## config.mk

```make
export PLATFORM = sky130hd
export DESIGN_NAME = cpu_run_controller
export DESIGN_NICKNAME = d
export VERILOG_FILES = /design/src/rtl/cpu_run_controller.sv
export SDC_FILE = /design/constraint.sdc
export NUM_CORES = 1
export LEC_CHECK = 0
export CORE_MARGIN = 4
export CORE_UTILIZATION = 50
export CTS_CLUSTER_SIZE = 40
export DETAILED_ROUTE_END_ITERATION = 16
export DONT_BUFFER_PORTS = 1
export GPL_TIMING_DRIVEN = 0
export HOLD_SLACK_MARGIN = 0.08
export MAX_ROUTING_LAYER = met4
export SLEW_MARGIN = 15
export SYNTH_ARGS = -nofsm -noshare
export SYNTH_HDL_FRONTEND = slang
export SYNTH_SLANG_ARGS = --single-unit
```

## constraint.sdc

```tcl
create_clock -name clock -period 4 [get_ports clock]
set_clock_uncertainty 0.05 [all_clocks]
set_input_delay 0.8 -clock clock [delete_from_list [all_inputs] [get_ports clock]]
set_output_delay 0.8 -clock clock [all_outputs]
set_load 0.1 [all_outputs]
```

## src/rtl/cpu_run_controller.sv

```systemverilog
// Run controller for the single-cycle MIPS core: streams a host program into
// instruction memory, pulses the core PC reset, then gates enablePC for run/step.
module cpu_run_controller #(
  parameter int unsigned ADDR_W     = 8,
  parameter logic [31:0] HALT_INSTR = 32'hFFFF_FFFF
) (
  input  logic              clock,
  input  logic              reset,
  input  logic              load_start,
  input  logic              host_valid,
  input  logic [31:0]       host_data,
  input  logic              host_last,
  output logic              host_ready,
  output logic              imem_we,
  output logic [ADDR_W-1:0] imem_addr,
  output logic [31:0]       imem_wdata,
  output logic              cpu_reset,
  output logic              enablePC,
  input  logic              run,
  input  logic              step,
  input  logic              halt_req,
  input  logic              bp_enable,
  input  logic [31:0]       bp_addr,
  input  logic [31:0]       pc,
  input  logic [31:0]       instruction,
  output logic [2:0]        state,
  output logic [1:0]        halt_cause,
  output logic              load_overflow,
  output logic [31:0]       cycle_count
);

  localparam logic [2:0] S_IDLE   = 3'd0;
  localparam logic [2:0] S_LOAD   = 3'd1;
  localparam logic [2:0] S_PCRST  = 3'd2;
  localparam logic [2:0] S_READY  = 3'd3;
  localparam logic [2:0] S_RUN    = 3'd4;
  localparam logic [2:0] S_STEP   = 3'd5;
  localparam logic [2:0] S_HALTED = 3'd6;

  localparam logic [1:0] C_NONE  = 2'd0;
  localparam logic [1:0] C_HOST  = 2'd1;
  localparam logic [1:0] C_BP    = 2'd2;
  localparam logic [1:0] C_INSTR = 2'd3;

  logic [2:0]        state_nxt;
  logic [1:0]        halt_cond;
  logic [ADDR_W-1:0] load_addr;
  logic              bp_skip;
  logic              exec;
  logic              accept;
  logic              resuming;

  // Halt check, highest priority first; only meaningful while executing
  always_comb begin
    halt_cond = C_NONE;
    if (halt_req)
      halt_cond = C_HOST;
    else if (bp_enable && (pc == bp_addr) && !bp_skip)
      halt_cond = C_BP;
    else if (instruction == HALT_INSTR)
      halt_cond = C_INSTR;
  end

  assign exec       = (state == S_RUN) || (state == S_STEP);
  assign enablePC   = exec && (halt_cond == C_NONE);
  assign host_ready = (state == S_LOAD);
  assign accept     = host_ready && host_valid;
  assign cpu_reset  = (state == S_PCRST);
  assign resuming   = (state_nxt == S_RUN) || (state_nxt == S_STEP);

  // Next-state logic
  always_comb begin
    state_nxt = state;
    case (state)
      S_IDLE, S_READY, S_HALTED: begin
        if (load_start)
          state_nxt = S_LOAD;
        else if (run)
          state_nxt = S_RUN;
        else if (step)
          state_nxt = S_STEP;
      end
      S_LOAD:  if (accept && host_last) state_nxt = S_PCRST;
      S_PCRST: state_nxt = S_READY;
      S_RUN:   if (halt_cond != C_NONE) state_nxt = S_HALTED;
      S_STEP:  state_nxt = (halt_cond != C_NONE) ? S_HALTED : S_READY;
      default: state_nxt = S_IDLE;
    endcase
  end

  always_ff @(posedge clock or posedge reset) begin
    if (reset) begin
      state         <= S_IDLE;
      imem_we       <= 1'b0;
      imem_addr     <= '0;
      imem_wdata    <= '0;
      load_addr     <= '0;
      load_overflow <= 1'b0;
      halt_cause    <= C_NONE;
      bp_skip       <= 1'b0;
      cycle_count   <= '0;
    end else begin
      state   <= state_nxt;
      imem_we <= accept;

      // Write port lags acceptance by one cycle; address wraps and flags it
      if (accept) begin
        imem_addr  <= load_addr;
        imem_wdata <= host_data;
        load_addr  <= load_addr + ADDR_W'(1);
        if (&load_addr)
          load_overflow <= 1'b1;
      end
      if ((state_nxt == S_LOAD) && (state != S_LOAD)) begin
        load_addr     <= '0;
        load_overflow <= 1'b0;
      end

      if (exec && (halt_cond != C_NONE))
        halt_cause <= halt_cond;
      else if (((state == S_HALTED) && (state_nxt != S_HALTED)) || (state == S_PCRST))
        halt_cause <= C_NONE;

      // Resuming from a breakpoint must not re-trigger on the same pc
      if ((state == S_HALTED) && (halt_cause == C_BP) && resuming)
        bp_skip <= 1'b1;
      else if (exec)
        bp_skip <= 1'b0;

      if (state == S_PCRST)
        cycle_count <= '0;
      else if (enablePC && (cycle_count != 32'hFFFF_FFFF))
        cycle_count <= cycle_count + 32'd1;
    end
  end

endmodule

```

==> metrics <==
register area 2200 um2; synthesized cell area 4570 um2; initial antenna violation count 0; vias per inst 6.06; Seq/Total Area, Yosys 48.2%; hold slack final 0.261 ns; Final setup viols 0; critical path peak fanout 10; Crit Path Category reg2out; core footprint 8810 um2; count of TritonRoute iterations in the first routing pass 4; Site Rows 34; async set or reset register ratio after synthesis 100%; # IOs 219; data required time of the worst path 3.15 ns; CP max-delay cell dfrtp_1; fillcell total 788; Synth cell types 48; Initial Util 51.9%; commonest non-fill, non-tap cell in the layout dfrtp_1; pwr dens 976 nW/um2; Num Clock Sinks 88; crit-path cells buf_2, nand2_1, nor3_4; Fin. Hold Viols 0; Crit path max-delay family simple AND/OR/NAND/NOR gates; Post-synth EDFFs 0; total grt overflow 0; PortBufs 0; Synth Net Count 568; slew of the pin with the lowest slew margin 1.10 ns; Longest Clk Path Bufs 2; largest net degree at the start of global routing 57; Yosys warning count 0; most frequent cells in the layout dfrtp_1 (88), mux2_2 (40), nand2_1 (40); leakage 2.26 nW; Seq cells post-synth 88; Worst path max stage delay 0.95 ns; total global-route track usage 21.9%; Hold Crit Class in2async; first-pass GRT wire length 18500 um; Clock Pin Slew Worst Setup and Hold Paths 0.09 ns; post-route ant nets 0; 1st-iter DRT viols 140; Synth-to-Final Area Change 8.92%; Peak VDD IR 767 uV; Placer Congestion 0.826; Synth Flop Type dfrtp_1; fin. max-slew vios 0; CP startpoint state[2]; Cells after Synth 429; post-cts resize count 0; Tcrit/Tclk final 92.0%; CTS root buf clkbuf_8; WP data arrival 2.83 ns; Post-CTS Setup Bufs 0; WP buf/inv 1; Die Y-Extent 104 um; WL final 11700 um; Routed WL per cell 21.1 um; Final min period 3.68 ns; RR Startpoint state[0]; DP Cell Count 539; final std cells w/o fill 554; layout cells sized above 1 18.2%; # hold bufs at CTS 0; Vias 3355; RSZ-0062 raised after global routing false; maximum clock rate 272 MHz; Max-cap violations 0; Rel. slew slack 26.9%; Antenna Cells 0; CTS Buf Count 9; # DRC 0; critical path startpoint category flop; Multi-input gate area 2280 um2; vias in the first global route 3551; die area 10700 um2; status finished clean; htree depth 3; Worst Setup End Kind output port; CTS tree built; final net count 581; Mean Syn Cell Area 10.7 um2; hpwl dp 9010 um; clock latency at the later pin of the worst-skew pair 0.36 ns; die width 104 um
[worst register-to-register path, cell delays in order, from the launching register on]
cell and delay (ns):
dfrtp_1 1.04, nor3b_4 1.04, buf_1 0.18, and2_1 0.20, buf_2 0.25, buf_2 0.30
mux2_2 0.38
[final timing paths]
kind / slack [ns] / end / depth (start not counted)
min in group clock: 0.45 / bp_skip / 2
hold / removal: 0.26 / imem_wdata[9] / 1
setup reg to reg: 0.46 / imem_wdata[8] / 6
hold reg to reg: 0.45 / bp_skip / 2
setup / recovery: 0.32 / enablePC / 3
max in group asynchronous: 3.02 / cycle_count[7] / 2
[synthesized netlist by cell type, types with 9 or more instances]
cell | count | area (um2)
nand2_1 | 40 | 150
nand2b_1 | 12 | 75.1
nor3_1 | 10 | 50.1
nand3_1 | 13 | 65.1
xor2_1 | 35 | 307
nor4_1 | 10 | 62.6
nor2_1 | 37 | 139
dfrtp_1 | 88 | 2200
nand4_1 | 25 | 156
a21oi_1 | 9 | 45.0
mux2i_1 | 16 | 160
xnor2_1 | 17 | 149
mux2_2 | 40 | 450
[flip-flops by register name, indices dropped and copies added, names as in the netlist]
name and count:
cycle_count 32, imem_wdata 32, imem_addr 8, load_addr 8
state 3, halt_cause 2, bp_skip 1, imem_we 1
load_overflow 1
[where the power goes]
part | switching (mW) | leakage [nW] | total (mW) | internal [mW]
registers | 2.18 | 1.14 | 3.29 | 1.11
logic | 0.498 | 1.00 | 0.890 | 0.392
clock network | 0.327 | 0.110 | 0.680 | 0.353
total | 3.01 | 2.26 | 4.86 | 1.86
[routing by layer]
metal	part of all wire (%)	GRT usage, %	up-vias
met5	0	-	-
li1	-	-	1546
met1	39	24.6	1642
met2	50	36.7	144
met4	2.8	9.02	0
met3	8.2	6.59	23
[logic make-up (layout without fill, tap and decap cells)]
family / Yosys count / in the layout / synth area share (%)
buf+inv: 23 / 40 / 2.35
compound gates: 30 / 30 / 4.60
fa+ha+maj: 2 / 2 / 0.547
xor+xnor: 52 / 52 / 9.96
mux: 56 / 56 / 13.4
flops: 88 / 88 / 48.2
simple gates: 178 / 178 / 21.0
[layout make-up]
type / instances / share of cell area, %
multi-input combinational: 318 / 45.9
sequential: 88 / 44.2
tap: 108 / 2.71
clock buffer: 9 / 2.49
clock inverter: 6 / 1.83
buffer: 16 / 1.66
timing repair buffer: 2 / 0.628
inverter: 7 / 0.578
[stage by stage]
step / instance area, um2 / setup WS (ns) / setup TNS [ns] / util (%) / power, mW
5_1_grt: 4980 / 0.258 / 0 / 56.6 / 5.05
4_1_cts: 4980 / 0.295 / 0 / 56.6 / 4.90
2_1_floorplan: 4580 / 0.426 / 0 / - / 3.96
3_3_place_gp: 4720 / -0.0954 / -7.90 / 53.6 / 4.16
3_5_place_dp: 4760 / 0.492 / 0 / 54.1 / 4.22
6_report: 4980 / 0.319 / 0 / 56.6 / 4.86
(Power assumes the default switching activity.)
